File: src/rtl/ddr5_phy_pkg.sv
// ----------------------------------------------------------------------------
// ddr5_phy_pkg
//   Shared DDR5 command/address definitions used by the controller-side
//   command encoder and by ddr5_phy_command_address on the PHY side.
//   Contents: abstract command type, encoder state type, 5-bit CA opcodes,
//   mode register addresses and the captured-command payload record.
// ----------------------------------------------------------------------------
package ddr5_phy_pkg;

    typedef enum logic [1:0] {
        NOP  = 2'b00,
        WR   = 2'b01,
        MRW  = 2'b10,
        RSVD = 2'b11
    } cmd_type_e;

    typedef enum logic [1:0] {
        IDLE = 2'b00,
        CMD  = 2'b01,
        UI1  = 2'b10,
        GAP  = 2'b11
    } enc_state_e;

    // CA[4:0] opcodes for UI0
    localparam logic [4:0] CA_OP_WR  = 5'b01101;
    localparam logic [4:0] CA_OP_MRW = 5'b00101;

    // Mode register addresses understood by the PHY-side receiver
    localparam logic [7:0] MR_BL      = 8'h00;
    localparam logic [7:0] MR_PREPOST = 8'h08;
    localparam logic [7:0] MR_CRC     = 8'h32;

    localparam int unsigned CA_W = 14;

    // Command payload as captured at the handshake
    typedef struct packed {
        cmd_type_e  typ;
        logic [1:0] bank;
        logic [2:0] bg;
        logic [8:0] col;
        logic       ap;
        logic       bl_alt;
        logic [7:0] ma;
        logic [7:0] op;
        logic       cw;
    } cmd_fields_t;

    function automatic logic is_legal_type(input cmd_type_e t);
        return (t == WR) || (t == MRW);
    endfunction

endpackage

File: src/rtl/ddr5_ca_pack.sv
// ----------------------------------------------------------------------------
// ddr5_ca_pack
//   Purely combinational mapping of one command payload to the 14-bit DDR5
//   CA word for either unit interval.
//   Ports:
//     cmd_type        command type (01 = WRITE, 10 = MRW, others give 0)
//     bank/bg/col     WRITE bank, bank group, column C[10:2]
//     ap/bl_alt       WRITE auto-precharge and alternate burst length
//     ma/op/cw        MRW address, opcode, control-word bit
//     ui_sel          0 = UI0 word, 1 = UI1 word
//     ca              packed CA word, unlisted bits zero
// ----------------------------------------------------------------------------
module ddr5_ca_pack
    import ddr5_phy_pkg::*;
(
    input  logic [1:0]      cmd_type,
    input  logic [1:0]      bank,
    input  logic [2:0]      bg,
    input  logic [8:0]      col,
    input  logic            ap,
    input  logic            bl_alt,
    input  logic [7:0]      ma,
    input  logic [7:0]      op,
    input  logic            cw,
    input  logic            ui_sel,
    output logic [CA_W-1:0] ca
);

    always_comb begin
        ca = '0;
        case (cmd_type)
            WR: begin
                if (!ui_sel) begin
                    ca[4:0]  = CA_OP_WR;
                    ca[5]    = ~bl_alt;
                    ca[7:6]  = bank;
                    ca[10:8] = bg;
                end else begin
                    ca[9:1]  = col;
                    ca[10]   = ~ap;
                end
            end
            MRW: begin
                if (!ui_sel) begin
                    ca[4:0]  = CA_OP_MRW;
                    ca[12:5] = ma;
                end else begin
                    ca[7:0]  = op;
                    ca[10]   = cw;
                end
            end
            default: ca = '0;
        endcase
    end

endmodule

File: src/rtl/ddr5_dfi_command_encoder.sv
// ----------------------------------------------------------------------------
// ddr5_dfi_command_encoder
//   Accepts one WRITE or MRW per valid/ready handshake and serialises it onto
//   the DFI CA bus as UI0 (chip select low) followed by UI1 (deselected CS),
//   then holds at least pCMD_GAP deselect cycles before the next UI0.
//   Ports:
//     clk_i, rst_i          clock, asynchronous active-low reset
//     enable_i              gates new accepts; in-flight commands complete
//     cmd_valid_i/ready_o   command handshake (ready is combinational)
//     cmd_type_i/rank_i     command type and target rank
//     wr_*_i                WRITE payload
//     mr_*_i                MRW payload
//     dfi_address_o         registered 14-bit CA bus
//     dfi_cs_o              registered active-low chip selects
//     busy_o                high in CMD or GAP
//     err_o                 one-cycle pulse after an illegal accept
// ----------------------------------------------------------------------------
module ddr5_dfi_command_encoder
    import ddr5_phy_pkg::*;
#(
    parameter int pNUM_RANK = 1,
    parameter int pRANK_W   = 1,
    parameter int pCMD_GAP  = 2
) (
    input  logic                 clk_i,
    input  logic                 rst_i,
    input  logic                 enable_i,
    input  logic                 cmd_valid_i,
    output logic                 cmd_ready_o,
    input  logic [1:0]           cmd_type_i,
    input  logic [pRANK_W-1:0]   cmd_rank_i,
    input  logic [1:0]           wr_bank_i,
    input  logic [2:0]           wr_bg_i,
    input  logic [8:0]           wr_col_i,
    input  logic                 wr_ap_i,
    input  logic                 wr_bl_alt_i,
    input  logic [7:0]           mr_addr_i,
    input  logic [7:0]           mr_op_i,
    input  logic                 mr_cw_i,
    output logic [13:0]          dfi_address_o,
    output logic [pNUM_RANK-1:0] dfi_cs_o,
    output logic                 busy_o,
    output logic                 err_o
);

    enc_state_e           state;
    logic [2:0]           gap_cnt;
    cmd_fields_t          cap;
    cmd_fields_t          live;
    cmd_fields_t          sel;
    logic                 accept;
    logic                 legal;
    logic [CA_W-1:0]      ca_word;
    logic [pNUM_RANK-1:0] cs_ui0;

    always_comb begin
        live        = '0;
        live.typ    = cmd_type_e'(cmd_type_i);
        live.bank   = wr_bank_i;
        live.bg     = wr_bg_i;
        live.col    = wr_col_i;
        live.ap     = wr_ap_i;
        live.bl_alt = wr_bl_alt_i;
        live.ma     = mr_addr_i;
        live.op     = mr_op_i;
        live.cw     = mr_cw_i;
    end

    always_comb begin
        cmd_ready_o = 1'b0;
        if (enable_i) begin
            case (state)
                IDLE:    cmd_ready_o = 1'b1;
                UI1:     cmd_ready_o = (pCMD_GAP == 0);
                GAP:     cmd_ready_o = (gap_cnt == 3'd1);
                default: cmd_ready_o = 1'b0;
            endcase
        end
    end

    assign accept = cmd_valid_i && cmd_ready_o;
    assign legal  = is_legal_type(cmd_type_e'(cmd_type_i)) &&
                    (32'(cmd_rank_i) < 32'(pNUM_RANK));

    always_comb begin
        cs_ui0 = '1;
        for (int unsigned i = 0; i < pNUM_RANK; i++) begin
            cs_ui0[i] = (i != 32'(cmd_rank_i));
        end
    end

    // One packer serves both UIs: on an accept it encodes UI0 straight from
    // the inputs (the capture register is not loaded yet); otherwise it
    // encodes UI1 from the captured payload.
    assign sel = accept ? live : cap;

    ddr5_ca_pack u_ca_pack (
        .cmd_type (sel.typ),
        .bank     (sel.bank),
        .bg       (sel.bg),
        .col      (sel.col),
        .ap       (sel.ap),
        .bl_alt   (sel.bl_alt),
        .ma       (sel.ma),
        .op       (sel.op),
        .cw       (sel.cw),
        .ui_sel   (!accept),
        .ca       (ca_word)
    );

    always_ff @(posedge clk_i or negedge rst_i) begin
        if (!rst_i) begin
            state         <= IDLE;
            gap_cnt       <= '0;
            cap           <= '0;
            dfi_address_o <= '0;
            dfi_cs_o      <= '1;
            err_o         <= 1'b0;
        end else begin
            err_o         <= accept && !legal;
            dfi_address_o <= '0;
            dfi_cs_o      <= '1;
            if (accept && legal) begin
                cap           <= live;
                state         <= CMD;
                gap_cnt       <= '0;
                dfi_address_o <= ca_word;
                dfi_cs_o      <= cs_ui0;
            end else begin
                // An illegal accept falls through here: the bus stays
                // deselected and UI1/GAP exit to IDLE as usual.
                case (state)
                    IDLE: state <= IDLE;
                    CMD: begin
                        state         <= UI1;
                        dfi_address_o <= ca_word;
                    end
                    UI1: begin
                        if (pCMD_GAP == 0) begin
                            state <= IDLE;
                        end else begin
                            state   <= GAP;
                            gap_cnt <= 3'(pCMD_GAP);
                        end
                    end
                    GAP: begin
                        gap_cnt <= gap_cnt - 3'd1;
                        if (gap_cnt == 3'd1) begin
                            state <= IDLE;
                        end
                    end
                    default: state <= IDLE;
                endcase
            end
        end
    end

    assign busy_o = (state == CMD) || (state == GAP);

endmodule

File: config.mk
export PLATFORM = sky130hd
export DESIGN_NAME = ddr5_dfi_command_encoder
export DESIGN_NICKNAME = d
export VERILOG_FILES = /design/src/rtl/ddr5_phy_pkg.sv /design/src/rtl/ddr5_ca_pack.sv /design/src/rtl/ddr5_dfi_command_encoder.sv
export SDC_FILE = /design/constraint.sdc
export NUM_CORES = 1
export LEC_CHECK = 0
export CAP_MARGIN = 30
export CORE_ASPECT_RATIO = 1.2
export CORE_UTILIZATION = 42
export CTS_CLUSTER_DIAMETER = 150
export DETAILED_ROUTE_END_ITERATION = 16
export GPL_ROUTABILITY_DRIVEN = 0
export PLACE_DENSITY = 0.75
export SYNTH_ARGS = -nofsm -noshare
export SYNTH_HDL_FRONTEND = slang
export SYNTH_SLANG_ARGS = --single-unit
File: constraint.sdc
create_clock -name clk_i -period 2.5 [get_ports clk_i]
set_clock_uncertainty 0.15 [all_clocks]
set_input_delay 0.5 -clock clk_i [delete_from_list [all_inputs] [get_ports clk_i]]
set_output_delay 0.5 -clock clk_i [all_outputs]
set_load 0.03 [all_outputs]
==> qor.yml <==
status:
  status: "finished clean"
pwr:
  total_power_mw: 2.739
  p_per_area_mw_per_mm2: 952.6
  switching_share: 0.3403
  p_seq_frac: 0.373
  p_comb_frac: 0.424
  p_leak_nw: 1.280
  clockPowerShare: 0.203
  p_sw_mw: 0.9322
  p_int_mw: 1.807
  vdd_drop_max_mv: 0.4865
clocking:
  clk_pin_slew_ns: 0.08
  root_buffer: "clkbuf_8"
  htreeDepth: 2
  cts_buffer_depth: 2
  cts_hold_buf: 0
  cts_tree: "built"
  cts.sinks: 41
  numCtsBuffers: 5
  clock_latency_ns: 0.30
critical_path:
  critPathMaxFanout: 7
  arrival_ns: 1.76
  timing.rr.end: "dfi_address_o[5]"
  endpoint_kind: "primary output"
  critPathKind: "flip-flop to primary output"
  rr_worst_depth: 9
  required_ns: 1.85
  rrSetupSlack_ns: 0.13
  crit_path_start_kind: "flip-flop"
  r2r_start: "state[0]"
yosys:
  syn_nets: 216
  synthFlopType: "dfrtp_1"
  synth_edf_count: 0
  yosysMostFrequentCell: "dfrtp_1"
  synth.area.top_cells: "dfrtp_1 51%, mux2_2 11%, ha_1 5.1%, nand3_1 3.3%, a31oi_1 3.2%"
  synth-seq-cells: 41
  yosys.area.top_type: "dfrtp_1"
  async_flop_share: 1.000
  synth_common_cells: "40 x dfrtp_1, 20 x mux2_2, 13 x nand3_1"
  synth_cells: 168
  ys_warn_count: 0
  synth_area_per_cell_um2: 11.80
  synth_cell_types: 38
  syn-cell-area_mm2: 0.001982
  ys_seq_area_frac: 0.5183
  synth_top_cell_area_share: 0.5051
timing:
  hold_viol_final: 0
  hold_ws_ns: 0.1041
  relSlewSlack: 0.6642
  finalSetupTns_ns: 0
  layout_min_cycle_time_ns: 2.414
  rsz0062_at_grt: "no"
  setup_viol: 0
  fin_crit_sh: 0.9655
  drv_slew: 0
  max_freq_mhz: 414.3
  tightest_slew_ns: 0.5037
route:
  vias: 1545
  viasPerCell: 5.167
  final_antenna_net_count: 0
  drcViolationCount: 0
  drtIter0Drc: 40
  wire_per_inst_um: 14.91
  dr.pass1.iters: 4
  routed_wl_um: 4459
die:
  core_area_mm2: 0.004561
  die_y_um: 77.25
  die_w_um: 64.71
  rows: 27
  io_pins: 58
  dieArea_mm2: 0.004999
  initial_core_util: 0.4346
global_routing:
  grt_start_max_net_pins: 42
  grt_use_total: 0.1935
  grt_pass1_wl_um: 7265
  antenna_found_initial: 0
  gr-total-overflow: 0
  grt_pass1_vias: 1587
place:
  portBuffers: 56
  dp_cells: 288
  dp.final_hpwl_um: 3276
layout:
  fin_nets: 288
  fin_cells: 299
  multi_input_area_um2: 892.1
  seqCellArea_mm2: 0.001027
  fill_cells: 373
  final_layout_size_suffix_gt1_frac: 0.2739
  antenna_cells: 0
  syn2layout_area_growth_pct: 45.08
min_path:
  hold_path_class: "primary input to async pin"
flow_run:
  maxCapViolations: 0
==> worst max-delay path by stage <==
| stage | start | to | slack (ns) | cells past startpoint |
|---|---|---|---|---|
| floorplan | state[0] | dfi_address_o[4] | 0.02 | 11 |
| global placement | enable_i | cap[19] | -0.13 | 6 |
| detailed placement | enable_i | dfi_address_o[5] | -0.16 | 8 |
| CTS | state[0] | dfi_address_o[5] | -0.0002 | 9 |
| global route | state[0] | dfi_address_o[5] | 0.04 | 9 |
| finish | state[0] | busy_o | 0.09 | 4 |
==> stage by stage <==
step	area, µm²	util	setup slack, ns
detailed placement	2684	0.5885	-0.1613
finish	2875	0.6305	0.08614
floorplan	2009	-	0.01541
global placement	2684	0.5885	-0.1327
CTS	2803	0.6145	-0.0001714
global route	2875	0.6305	0.03548
==> final cells by class <==
cell class | instances | area share
repair buffers | 78 | 0.2537
inverters | 9 | 0.01175
clock buffers | 6 | 0.02872
well taps | 58 | 0.02524
clock inverters | 2 | 0.01305
multi-input cells | 105 | 0.3103
flip-flops and latches | 41 | 0.3573
==> kinds of logic (layout without fill, tap and decap cells) <==
logic type / after synthesis / in the layout / share of synthesized area
flip-flops: 41 / 41 / 0.5183
AO/OA/AOI/OAI: 37 / 37 / 0.1338
AND/OR/NAND/NOR: 35 / 35 / 0.1010
multiplexers: 23 / 23 / 0.1288
buffers and inverters: 22 / 95 / 0.06123
adder cells (fa/ha/maj): 8 / 8 / 0.05051
other: 1 / 1 / 0.001892
XOR/XNOR: 1 / 1 / 0.004420
==> power groups by stage <==
stage,Combinational (mW),Clock [mW],Sequential [mW]
after floorplan,0.699,0,1.01
after global placement,1.06,0,1.02
after detailed placement,1.09,0,1.03
after CTS,1.09,0.567,1.01
after global routing,1.26,0.590,1.05
final,1.16,0.557,1.02
==> placed cells by master, fill, tap and decap left out, types with 4 or more instances in the layout <==
cell              n
a21oi_1           6
nor2_1            4
mux2_2           20
dfrtp_1          40
clkdlybuf4s50_1  53
buf_4            22
a31oi_1          10
ha_1              7
clkbuf_8          6
inv_1             8
nand2_1           7
o21ai_0           6
nand3_1          13
==> state kept, by name (all words and copies together), names as in the netlist <==
name,cells
cap,21
err_o,1
dfi_cs_o,1
state,2
dfi_address_o,13
gap_cnt,3
==> layer usage <==
metal	vias to the layer above	global-route usage	wire length, µm
met5	-	0	0
met4	0	0.09333	101
met3	10	0.03274	169
met2	46	0.3417	2337
met1	748	0.2204	1851
li1	741	-	-
==> critical path, stage by stage, from the launching register on <==
cell and delay [ns]:
dfrtp_1 0.41, ha_1 0.25, buf_4 0.17, or2_2 0.27
dlygate4sd2_1 0.36
==> what timing repair did <==
action                                  CTS  global route
buffers inserted                          0             3
endpoints found under the setup margin    2            29
pin swaps                                 0             1
resized for setup                         1             9
(Power assumes the default switching activity.)
